**src/rtl/reflet_interrupt_source.sv**
```systemverilog
// -----------------------------------------------------------------------------
// reflet_interrupt_source
//
// Front end for the four external interrupt lines feeding the CPU interrupt
// controller. Each channel is synchronised (2 flops), glitch filtered, and then
// either latched as a rising-edge request (edge channels) or passed straight
// through (level channels). Edge requests that arrive while the same channel is
// still pending are reported on the sticky lost flags.
//
// Parameters:
//   edge_mask    bit c = 1: channel c is rising-edge triggered and latched
//                bit c = 0: channel c is level triggered
//   filter_len   consecutive disagreeing cycles before the filtered value
//                follows the synchronised pin (0 = no filtering)
//   filter_width width of each per-channel filter counter
//
// Ports:
//   clk         system clock
//   reset       asynchronous active-low reset
//   enable      global enable; low freezes filter, pending and lost state
//   irq_in      raw asynchronous pins, bit 0 = channel 0 = highest priority
//   int_mask    controller mask; selects which channel an acceptance clears
//   cpu_int     controller takes an interrupt this cycle
//   lost_clear  synchronous clear of all lost flags (works with enable low)
//   ext_int     interrupt requests to the controller
//   lost        sticky per-channel overrun flags
//
// Handshake: ext_int[c] is a request that stays asserted until accepted. An
// acceptance happens in a cycle with enable=1 and cpu_int=1, and it applies to
// the lowest channel c with ext_int[c] & int_mask[c]; that channel's pending
// request is dropped at the end of that cycle unless a new edge arrives in the
// same cycle. Level channels ignore acceptance entirely.
// -----------------------------------------------------------------------------
module reflet_interrupt_source #(
   parameter logic [3:0] edge_mask    = 4'b1111,
   parameter int         filter_len   = 2,
   parameter int         filter_width = 4
) (
   input  logic       clk,
   input  logic       reset,
   input  logic       enable,
   input  logic [3:0] irq_in,
   input  logic [3:0] int_mask,
   input  logic       cpu_int,
   input  logic       lost_clear,
   output logic [3:0] ext_int,
   output logic [3:0] lost
);

   localparam logic [filter_width-1:0] FLEN = filter_width'(filter_len);

   logic [3:0]              s1;
   logic [3:0]              s2;
   logic [3:0]              f;
   logic [filter_width-1:0] cnt [4];
   logic [3:0]              pending;
   logic [3:0]              lost_q;

   logic [3:0] load;      // filter output takes the synchronised value
   logic [3:0] rise;      // filter output goes 0 -> 1 this cycle
   logic [3:0] qual;      // channels eligible for acceptance
   logic [3:0] acc;       // one-hot accepted channel (or zero)
   logic [3:0] lost_set;

   always_comb begin
      load = '0;
      rise = '0;
      for (int c = 0; c < 4; c++) begin
         load[c] = enable && (s2[c] != f[c]) && (cnt[c] == FLEN);
         rise[c] = load[c] & s2[c];
      end
      qual     = (enable && cpu_int) ? (ext_int & int_mask) : 4'b0000;
      // Isolate the lowest set bit: channel 0 has the highest priority.
      acc      = qual & (~qual + 4'd1);
      lost_set = edge_mask & rise & pending & ~acc;
   end

   // Outputs come straight from flops; no combinational path from irq_in.
   assign ext_int = (edge_mask & pending) | (~edge_mask & f);
   assign lost    = lost_q;

   always_ff @(posedge clk or negedge reset) begin
      if (!reset) begin
         s1      <= '0;
         s2      <= '0;
         f       <= '0;
         pending <= '0;
         lost_q  <= '0;
         for (int c = 0; c < 4; c++) begin
            cnt[c] <= '0;
         end
      end else begin
         // The synchroniser keeps sampling while frozen so a pin change made
         // during enable=0 is seen by the filter as soon as enable returns.
         s1 <= irq_in;
         s2 <= s1;

         if (enable) begin
            for (int c = 0; c < 4; c++) begin
               if (s2[c] == f[c] || load[c]) begin
                  cnt[c] <= '0;
               end else begin
                  cnt[c] <= cnt[c] + 1'b1;
               end
            end
            f <= (f & ~load) | (s2 & load);
            // A new edge wins over a same-cycle acceptance on the channel.
            pending <= edge_mask & (rise | (pending & ~acc));
         end

         if (lost_clear) begin
            lost_q <= '0;
         end else if (enable) begin
            lost_q <= lost_q | lost_set;
         end
      end
   end

endmodule

```
**config.mk**
```make
export PLATFORM = sky130hd
export DESIGN_NAME = reflet_interrupt_source
export DESIGN_NICKNAME = d
export VERILOG_FILES = /design/src/rtl/reflet_interrupt_source.sv
export SDC_FILE = /design/constraint.sdc
export NUM_CORES = 1
export LEC_CHECK = 0
export BUFFER_PORTS_ARGS = -buffer_cell sky130_fd_sc_hd__buf_2
export CAP_MARGIN = 10
export CORE_MARGIN = 4
export CORE_UTILIZATION = 30
export CTS_CLUSTER_SIZE = 24
export DETAILED_ROUTE_END_ITERATION = 12
export GPL_TIMING_DRIVEN = 0
export HOLD_SLACK_MARGIN = 0.15
export MAX_ROUTING_LAYER = met4
export PLACE_DENSITY = 0.58
export SYNTH_ARGS = -nofsm -noshare
export SYNTH_HDL_FRONTEND = slang
export SYNTH_SLANG_ARGS = --single-unit
```
**constraint.sdc**
```tcl
create_clock -name clk -period 2.8 [get_ports clk]
set_input_delay 0.14 -clock clk [delete_from_list [all_inputs] [get_ports clk]]
set_output_delay 0.14 -clock clk [all_outputs]
set_load 0.005 [all_outputs]
```
Yosys cells after proc, flatten, opt, wreduce, memory -nomap -nowiden
Cells that the tools add are included.
Word-level totals
  bits in registers: 36
  input port bits: 13
  logic and storage cells: 64
Cells by class
  $add $sub $neg: 5
  equality and inequality tests: 12
  multiplexer cells: 7
  bitwise operators: 17
  reduce and logical (&&, ||, !) cells: 14
Operators by type and width (number)
  4-bit bitwise AND: 7
  4-bit 2-to-1 mux: 7
  4-bit by 1-bit adder with 4-bit output, second input constant: 5
  4-bit by 2-bit equality test with 1-bit output, second input constant: 4
  4-bit inverter: 3
  4-bit OR: 3
  1-bit logical AND: 9
  1-bit bitwise AND: 4
  1-bit equality test: 4
  1-bit logical OR: 4
  1-bit inequality test: 4
  2-bit nonzero test: 1

Depth between registers and ports, before layout
Gate-level depths: netlist of run 1.
  depth in word-level cells: 10
  depth in mapped cells: 5

Least setup slack after synthesis of run 1
Ideal clock, no wire load.
  path type: register -> register
  start: reg cnt[12] (netlist bit)
  end: reg cnt[12] (netlist bit)
  setup time: 0.076 ns
  data arrival time: 1.353 ns
  required time: 2.724 ns
  slack: 1.371 ns
  cell stages (with the launch flop): 6
  path buffers: 0
  clock period less this slack: 1.429 ns
  cell sequence: dfrtp_1 inv_1 ha_1 and4bb_2 or4_1 o21ai_1
On the way
  cells in the longest elaborated chain, start to end: 4
  elaborated cells on any way between the ends: 5
RTL lines
  from (decl): line 55  | logic [filter_width-1:0] cnt [4];
  from (signal, indexed assignment): line 103  | cnt[c] <= cnt[c] + 1'b1;
  parallel branches: the longest is 3 deep, another holds 4-bit by 1-bit adder with 4-bit output
  4-bit 2-to-1 mux *: line 100  | if (s2[c] == f[c] || load[c]) begin
Mark *: on every way between the ends.
A chain may end at the register's enable or synchronous reset.

Worst setup path after layout of run 1
Ends and elaborated chain as after synthesis.

==> parameters.txt, run 1 <==
Parameter                              Value

Status
  Status    completed

Worst setup path
  Reg2reg setup slack    1.22 ns
  Element type at the critical path end    flip-flop
  Startpoint of the worst-slack reg-to-reg timing path    cnt[12]$_DFFE_PN0P_
  Worst R2R End    cnt[12]$_DFFE_PN0P_
  Cell with the largest stage delay on the worst path    sky130_fd_sc_hd__or4_1
  Data arrival time at the worst-slack endpoint    1.80 ns
  Type of element launching the critical path    flip-flop
  Logic depth of the worst register-to-register path    5
  Worst-path fanout max    4
  CP required    3.02 ns
  Maximum cell stage delay along the critical path    0.48 ns
  Type of the worst setup path    flip-flop to flip-flop
  Critical path cell sequence    inv_1, ha_1, and4bb_2, or4_1, o21ai_1

Yosys
  Number of register bits inferred by synthesis    36
  Netlist cell types    36
  Proportion of synthesized area in mux cells    2.70%
  Compound-cell area share of the yosys netlist    10.5%
  Post-synthesis share of cell area spent on xor and xnor gates    5.25%
  Gate count of the mapped netlist    147
  Summed instance area of the synthesized netlist    0.00167 mm2
  Adder-cell share of the synthesized area    6.00%
  Dominant combinational cell family by area after synthesis    simple AND/OR/NAND/NOR gates
  Total number of yosys warnings    0
  Post-synthesis sequential area ratio    54.0%
  Simple logic cell fraction of the synthesized area    18.4%
  Synth Net Count    168
  Synthesized area per cell    11.4 um2

Layout
  Share of final-layout standard cells stronger than drive strength 1    21.5%
  Area Growth Syn to Fin    21.5%
  Final cell count without fillers    251
  Highest-count cells in the layout ignoring fill and taps    sky130_fd_sc_hd__dfrtp_1, sky130_fd_sc_hd__buf_2, sky130_fd_sc_hd__nand2_1, sky130_fd_sc_hd__inv_1, sky130_fd_sc_hd__ha_1
  Number of fill cells in the layout    502
  Total Nets Final    201
  Core utilization of the finished layout    38.7%
  Antenna fix cells    0
  Commonest non-fill, non-tap cell in the layout    sky130_fd_sc_hd__dfrtp_1

Global route
  Antenna violations before repair    0
  Total global routing track utilization    11.2%
  Number of global-route vias before repair    1224
  Pin count of the biggest net entering global routing    37
  Wire length of the first global-routing pass    5.49 mm
  Total overflow reported by the global router    0

Detailed routing
  Iteration-0 DRC Markers    66
  Post-route DRC violation count    0
  Sum of routed wire length over all layers    3.13 mm
  DR vias/cell    4.71
  Initial DRT Pass Iterations    4
  DR vias    1183
  Average detailed-routed wire length per instance    12.5 um
  Remaining antenna violation count    0

Placement
  DP Wirelength    2.13 mm
  Inst Count DP    237
  Number of port buffers    20
  Gpl congestion    0.772

Clocking
  Number of hold-repair buffers added at the cts stage    6
  CTS resizes    0
  Number of sinks on the clock net    36
  Number of buffers on the longest clock path    2
  TritonCTS clock tree    built
  Total number of H-tree levels    2
  Root cell of the clock tree    sky130_fd_sc_hd__clkbuf_8
  Number of buffers added for setup after CTS    0
  Clk_lat worst skew    0.29 ns
  Clock transition at path regs    0.08 ns
  Total CTS buffers    5

Die
  Count of pins on the block boundary    21
  Area of the core region    0.00524 mm2
  Total number of placement rows    26
  Die area    0.00682 mm2
  Vertical extent of the die    82.6 um
  Initial core utilization    31.9%
  Chip Width    82.6 um

Timing
  RSZ-0062 raised after global routing    false
  Final cycle utilization of the critical path    56.4%
  Worst Tran Pin Value    0.789 ns
  Final hold vios    0
  Hold Slack    0.165 ns
  Clock period minus worst slack    1.58 ns
  Remaining max-slew budget at the tightest pin    47.4%
  Setup TNS    0 ns
  Final setup fails    0
  Number of pins exceeding their max-slew limit in the final report    0
  Layout Skew    0.00921 ns
  F_max    633 MHz

Min path
  Class of the most critical hold timing path    input port to flip-flop
  Launch instance of the worst min-delay path    int_mask[1]
  End of the worst hold path    ext_int[1]$_DFFE_PN0P_
  Cell depth of the worst min-delay path    3

Power and ir drop
  PnR Total Power    1.68 mW
  Maximum vdd drop    0.400 mV
  Leakage power    0.939 nW
  Pwr dens    826 mW/mm2

Run
  MaxCap Viol Count    0
## area by class of cell
type	count	area [um2]	share of cell area, %
repair buffers	26	160	7.90
well taps	70	87.6	4.32
multi-input cells	98	716	35.3
plain buffers	3	15.0	0.740
flip-flops and latches	36	901	44.4
clock inverters	3	42.5	2.10
inverters	10	37.5	1.85
clock buffers	5	68.8	3.39
## Yosys cell counts
master | n | area [um2]
sky130_fd_sc_hd__xnor2_1 | 3 | 26.3
sky130_fd_sc_hd__a31o_2 | 1 | 8.76
sky130_fd_sc_hd__and2_1 | 2 | 12.5
sky130_fd_sc_hd__inv_1 | 9 | 33.8
sky130_fd_sc_hd__and4bb_2 | 2 | 25.0
sky130_fd_sc_hd__o221ai_1 | 1 | 8.76
sky130_fd_sc_hd__o21ai_0 | 4 | 20.0
sky130_fd_sc_hd__a21o_1 | 1 | 7.51
sky130_fd_sc_hd__dfrtp_1 | 36 | 901
sky130_fd_sc_hd__nand4_1 | 6 | 37.5
sky130_fd_sc_hd__nand2b_1 | 2 | 12.5
sky130_fd_sc_hd__ha_1 | 8 | 100
sky130_fd_sc_hd__o41ai_1 | 3 | 26.3
sky130_fd_sc_hd__o2bb2ai_1 | 3 | 26.3
sky130_fd_sc_hd__o21a_1 | 3 | 22.5
sky130_fd_sc_hd__o31ai_1 | 1 | 7.51
sky130_fd_sc_hd__mux2_2 | 4 | 45.0
sky130_fd_sc_hd__xor2_1 | 7 | 61.3
sky130_fd_sc_hd__o2111ai_1 | 1 | 8.76
sky130_fd_sc_hd__nand3_1 | 3 | 15.0
sky130_fd_sc_hd__and3_1 | 1 | 6.26
sky130_fd_sc_hd__a22o_1 | 1 | 8.76
sky130_fd_sc_hd__nand2_1 | 16 | 60.1
sky130_fd_sc_hd__nand4bb_1 | 2 | 22.5
sky130_fd_sc_hd__nand3b_1 | 3 | 22.5
sky130_fd_sc_hd__o211ai_1 | 1 | 7.51
sky130_fd_sc_hd__nor2b_1 | 2 | 12.5
sky130_fd_sc_hd__a21boi_0 | 1 | 7.51
sky130_fd_sc_hd__nor4_1 | 1 | 6.26
sky130_fd_sc_hd__inv_2 | 1 | 3.75
sky130_fd_sc_hd__buf_2 | 3 | 15.0
sky130_fd_sc_hd__or4_1 | 3 | 22.5
sky130_fd_sc_hd__a32o_1 | 1 | 10.0
sky130_fd_sc_hd__o21ai_1 | 1 | 5.00
sky130_fd_sc_hd__nor2_1 | 6 | 22.5
sky130_fd_sc_hd__nor3b_1 | 4 | 30.0
## power breakdown
group          internal [mW]  switching (mW)  total, mW
sequential             0.655           0.129      0.784
clock                  0.263           0.196      0.459
combinational          0.221           0.211      0.431
total                   1.14           0.535       1.67
## worst max-delay path by stage
stage	startpoint	end	slack, ns	cells past startpoint
2_1_floorplan	cnt[12]$_DFFE_PN0P_	cnt[12]$_DFFE_PN0P_	1.37	5
3_3_place_gp	cnt[12]$_DFFE_PN0P_	cnt[12]$_DFFE_PN0P_	1.30	5
3_5_place_dp	cnt[12]$_DFFE_PN0P_	cnt[12]$_DFFE_PN0P_	1.30	5
4_1_cts	cnt[12]$_DFFE_PN0P_	cnt[12]$_DFFE_PN0P_	1.21	5
5_1_grt	cnt[12]$_DFFE_PN0P_	cnt[12]$_DFFE_PN0P_	1.09	5
6_report	cnt[12]$_DFFE_PN0P_	cnt[12]$_DFFE_PN0P_	1.22	5
## worst max-delay path: cells and delay by family (launching register included)
kind / cells / cell delay, ns
buffers and inverters: 1 / 0.08
adder cells (fa/ha/maj): 1 / 0.20
AND/OR/NAND/NOR: 2 / 0.73
flip-flops: 1 / 0.39
AO/OA/AOI/OAI: 1 / 0.10
## cells by family (layout without fill, tap and decap cells)
| logic type | after synthesis | after routing |
|---|---|---|
| compound gates | 23 | 23 |
| xor+xnor | 10 | 10 |
| fa+ha+maj | 8 | 8 |
| buf+inv | 13 | 47 |
| flops | 36 | 36 |
| mux | 4 | 4 |
| simple gates | 53 | 53 |
## metrics by stage
stage / setup slack [ns] / cell area [um2]
after global placement: 1.30 / 1860
after global routing: 1.09 / 2030
after detailed placement: 1.30 / 1860
final: 1.22 / 2030
after CTS: 1.21 / 2030
after floorplan: 1.37 / 1670
## routing by layer
| metal | global-route usage, % | part of all wire, % | vias up |
|---|---|---|---|
| met4 | 5.88 | 2.2 | 0 |
| met3 | 3.25 | 5.2 | 6 |
| li1 | - | - | 586 |
| met2 | 15.9 | 41 | 25 |
| met5 | - | 0 | - |
| met1 | 14.3 | 52 | 566 |
Power figures use the tool's default switching activity.
==> inputs of run 2 (changes only) <==
--- a/config.mk
+++ b/config.mk
@@ -14,7 +14,7 @@
 export GPL_TIMING_DRIVEN = 0
 export HOLD_SLACK_MARGIN = 0.15
 export MAX_ROUTING_LAYER = met4
-export PLACE_DENSITY = 0.58
+export PLACE_DENSITY = 0.59
 export SYNTH_ARGS = -nofsm -noshare
 export SYNTH_HDL_FRONTEND = slang
 export SYNTH_SLANG_ARGS = --single-unit
==> constraint.sdc (replaced) <==
create_clock -name clk -period 1.42 [get_ports clk]
set_input_delay 0.071 -clock clk [delete_from_list [all_inputs] [get_ports clk]]
set_output_delay 0.071 -clock clk [all_outputs]
set_load 0.005 [all_outputs]
==> run 2 against run 1 <==
Net effect:
- the flow now finishes with violations (setup timing)
- global-route usage is 0.29 points lower
- final area is 5.7% higher
- count of clock-buffer cells in the layout is 3 higher
- worst setup slack worse by 1.2 ns
- power is 100% higher
- critical path depth stayed put
- die area stayed put
- critical path type unchanged
- largest cell class unchanged
- highest routed layer unchanged
==> parameters.txt, run 2 (same netlist as run 1, synthesis figures left out) <==
Parameter                              Value

Timing
  Final hold vios    0
  Remaining max-slew budget at the tightest pin    47.1%
  Number of pins exceeding their max-slew limit in the final report    0
  Final setup fails    1
  Layout Skew    0.00832 ns
  Final cycle utilization of the critical path    101%
  Slack of the critical path    -0.0175 ns
  F_max    696 MHz
  Worst Tran Pin Value    0.793 ns
  Clock period minus worst slack    1.44 ns
  RSZ-0062 raised after global routing    true

Die
  Initial core utilization    31.9%
  Total number of placement rows    26
  Area of the core region    0.00524 mm2
  Die area    0.00682 mm2
  Count of pins on the block boundary    21
  Chip Width    82.6 um
  Vertical extent of the die    82.6 um

Detailed routing
  Initial DRT Pass Iterations    4
  Average detailed-routed wire length per instance    12.4 um
  Remaining antenna violation count    0
  Sum of routed wire length over all layers    3.26 mm
  DR vias    1243
  Iteration-0 DRC Markers    74
  DR vias/cell    4.73
  Post-route DRC violation count    0

Layout
  Commonest non-fill, non-tap cell in the layout    sky130_fd_sc_hd__dfrtp_1
  Core utilization of the finished layout    40.9%
  Share of final-layout standard cells stronger than drive strength 1    26.4%
  Antenna fix cells    0
  Total Nets Final    213
  Highest-count cells in the layout ignoring fill and taps    sky130_fd_sc_hd__dfrtp_1, sky130_fd_sc_hd__buf_2, sky130_fd_sc_hd__nand2_1, sky130_fd_sc_hd__dlygate4sd3_1
  Area Growth Syn to Fin    28.4%

Worst setup path
  Worst R2R End    cnt[12]$_DFFE_PN0P_
  Family with the most delay on the worst path    simple AND/OR/NAND/NOR gates
  Type of element launching the critical path    flip-flop
  Logic depth of the worst register-to-register path    5
  Worst-path fanout max    3
  Cell with the largest stage delay on the worst path    sky130_fd_sc_hd__or4_1
  Startpoint of the worst-slack reg-to-reg timing path    cnt[12]$_DFFE_PN0P_
  CP required    1.63 ns
  Maximum cell stage delay along the critical path    0.46 ns
  Critical path cell sequence    inv_2, ha_4, and4bb_2, or4_1, o21ai_1
  Critical path startpoint    cnt[12]$_DFFE_PN0P_
  Data arrival time at the worst-slack endpoint    1.65 ns
  Type of the worst setup path    flip-flop to flip-flop
  Stages on worst setup path    5
  Capturing instance or port of the critical path    cnt[12]$_DFFE_PN0P_
  Worst path buffer plus inverter count    1
  Reg2reg setup slack    -0.02 ns
  Element type at the critical path end    flip-flop

Clocking
  Total CTS buffers    5
  Clk_lat worst skew    0.29 ns
  TritonCTS clock tree    built
  Root cell of the clock tree    sky130_fd_sc_hd__clkbuf_8
  Clock transition at path regs    0.07 ns
  Number of sinks on the clock net    36
  Number of buffers on the longest clock path    2
  Total number of H-tree levels    2

Global route
  Wire length of the first global-routing pass    5.41 mm
  Pin count of the biggest net entering global routing    37
  Total global routing track utilization    10.9%
  Antenna violations before repair    0
  Total overflow reported by the global router    0
  Number of global-route vias before repair    1182

Status
  Failing checks    setup timing
  Status    complete, but fails checks

Placement
  Number of port buffers    20
  Pre-CTS setup slack    -0.0916 ns
  DP Wirelength    2.21 mm
  Gpl congestion    0.737

Power and ir drop
  Maximum vdd drop    0.892 mV
  Leakage power    1.00 nW
  Pwr dens    1570 mW/mm2

Min path
  Class of the most critical hold timing path    input port to flip-flop
  Cell depth of the worst min-delay path    3

Run
  MaxCap Viol Count    0
-- run 2: cell type report --
type / instances / area, um2
timing repair buffer: 38 / 260
clock buffer: 8 / 90.1
inverter: 10 / 37.5
buffer: 3 / 15.0
fill: 500 / 3090
sequential: 36 / 901
tap: 70 / 87.6
multi-input combinational: 98 / 752
-- run 2: how the worst min path moves through the flow --
stage,startpoint,to,slack (ns)
after floorplan,reset,async pin,-0.22
after global placement,irq_in[0],s1[0]$_DFF_PN0_,0.18
after detailed placement,irq_in[0],s1[0]$_DFF_PN0_,0.18
after CTS,lost_clear,lost[2]$_DFFE_PN0P_,0.16
after global routing,lost_clear,lost[2]$_DFFE_PN0P_,0.18
final,lost_clear,lost[2]$_DFFE_PN0P_,0.17
-- run 2: worst register-to-register path, cell delays in order (launching register included) --
cell and delay [ns]:
sky130_fd_sc_hd__dfrtp_1 0.37, sky130_fd_sc_hd__inv_2 0.06, sky130_fd_sc_hd__ha_4 0.15, sky130_fd_sc_hd__and4bb_2 0.24, sky130_fd_sc_hd__or4_1 0.46, sky130_fd_sc_hd__o21ai_1 0.08
-- run 2: per-layer routing --
layer / global-route usage, % / wire [um] / part of all wire [%] / up-vias
met5: - / 0 / 0 / -
met4: 4.41 / 60 / 1.8 / 0
li1: - / - / - / 614
met2: 16.2 / 1550 / 48 / 18
met1: 13.8 / 1530 / 47 / 604
met3: 3.25 / 114 / 3.5 / 7
-- run 2: timing repair --
| action | in CTS | in global routing |
|---|---|---|
| resized for setup | 2 | 6 |
| endpoints found under the hold margin | 46 | 0 |
| hold buffers | 10 | 0 |
| setup endpoints to repair | 3 | 10 |
| buffers inserted | 3 | 5 |
-- run 2: per-stage QoR --
stage,TNS (ns),hold slack [ns],power (mW),instance area (um2),instances
after floorplan,0,-0.225,2.15,1670,147
after global placement,-0.0923,0.180,2.40,1860,237
after global routing,-0.173,0.184,3.62,2140,263
final,-0.0175,0.173,3.35,2140,263
after CTS,-0.0275,0.160,3.26,2080,258
after detailed placement,-0.107,0.180,2.42,1860,237
-- run 2: where the power goes --
part | switching, mW | leakage (nW) | internal, mW
Clock | 0.337 | 0.0455 | 0.395
Sequential | 0.242 | 0.466 | 1.29
Combinational | 0.508 | 0.488 | 0.580
Total | 1.09 | 1.00 | 2.27
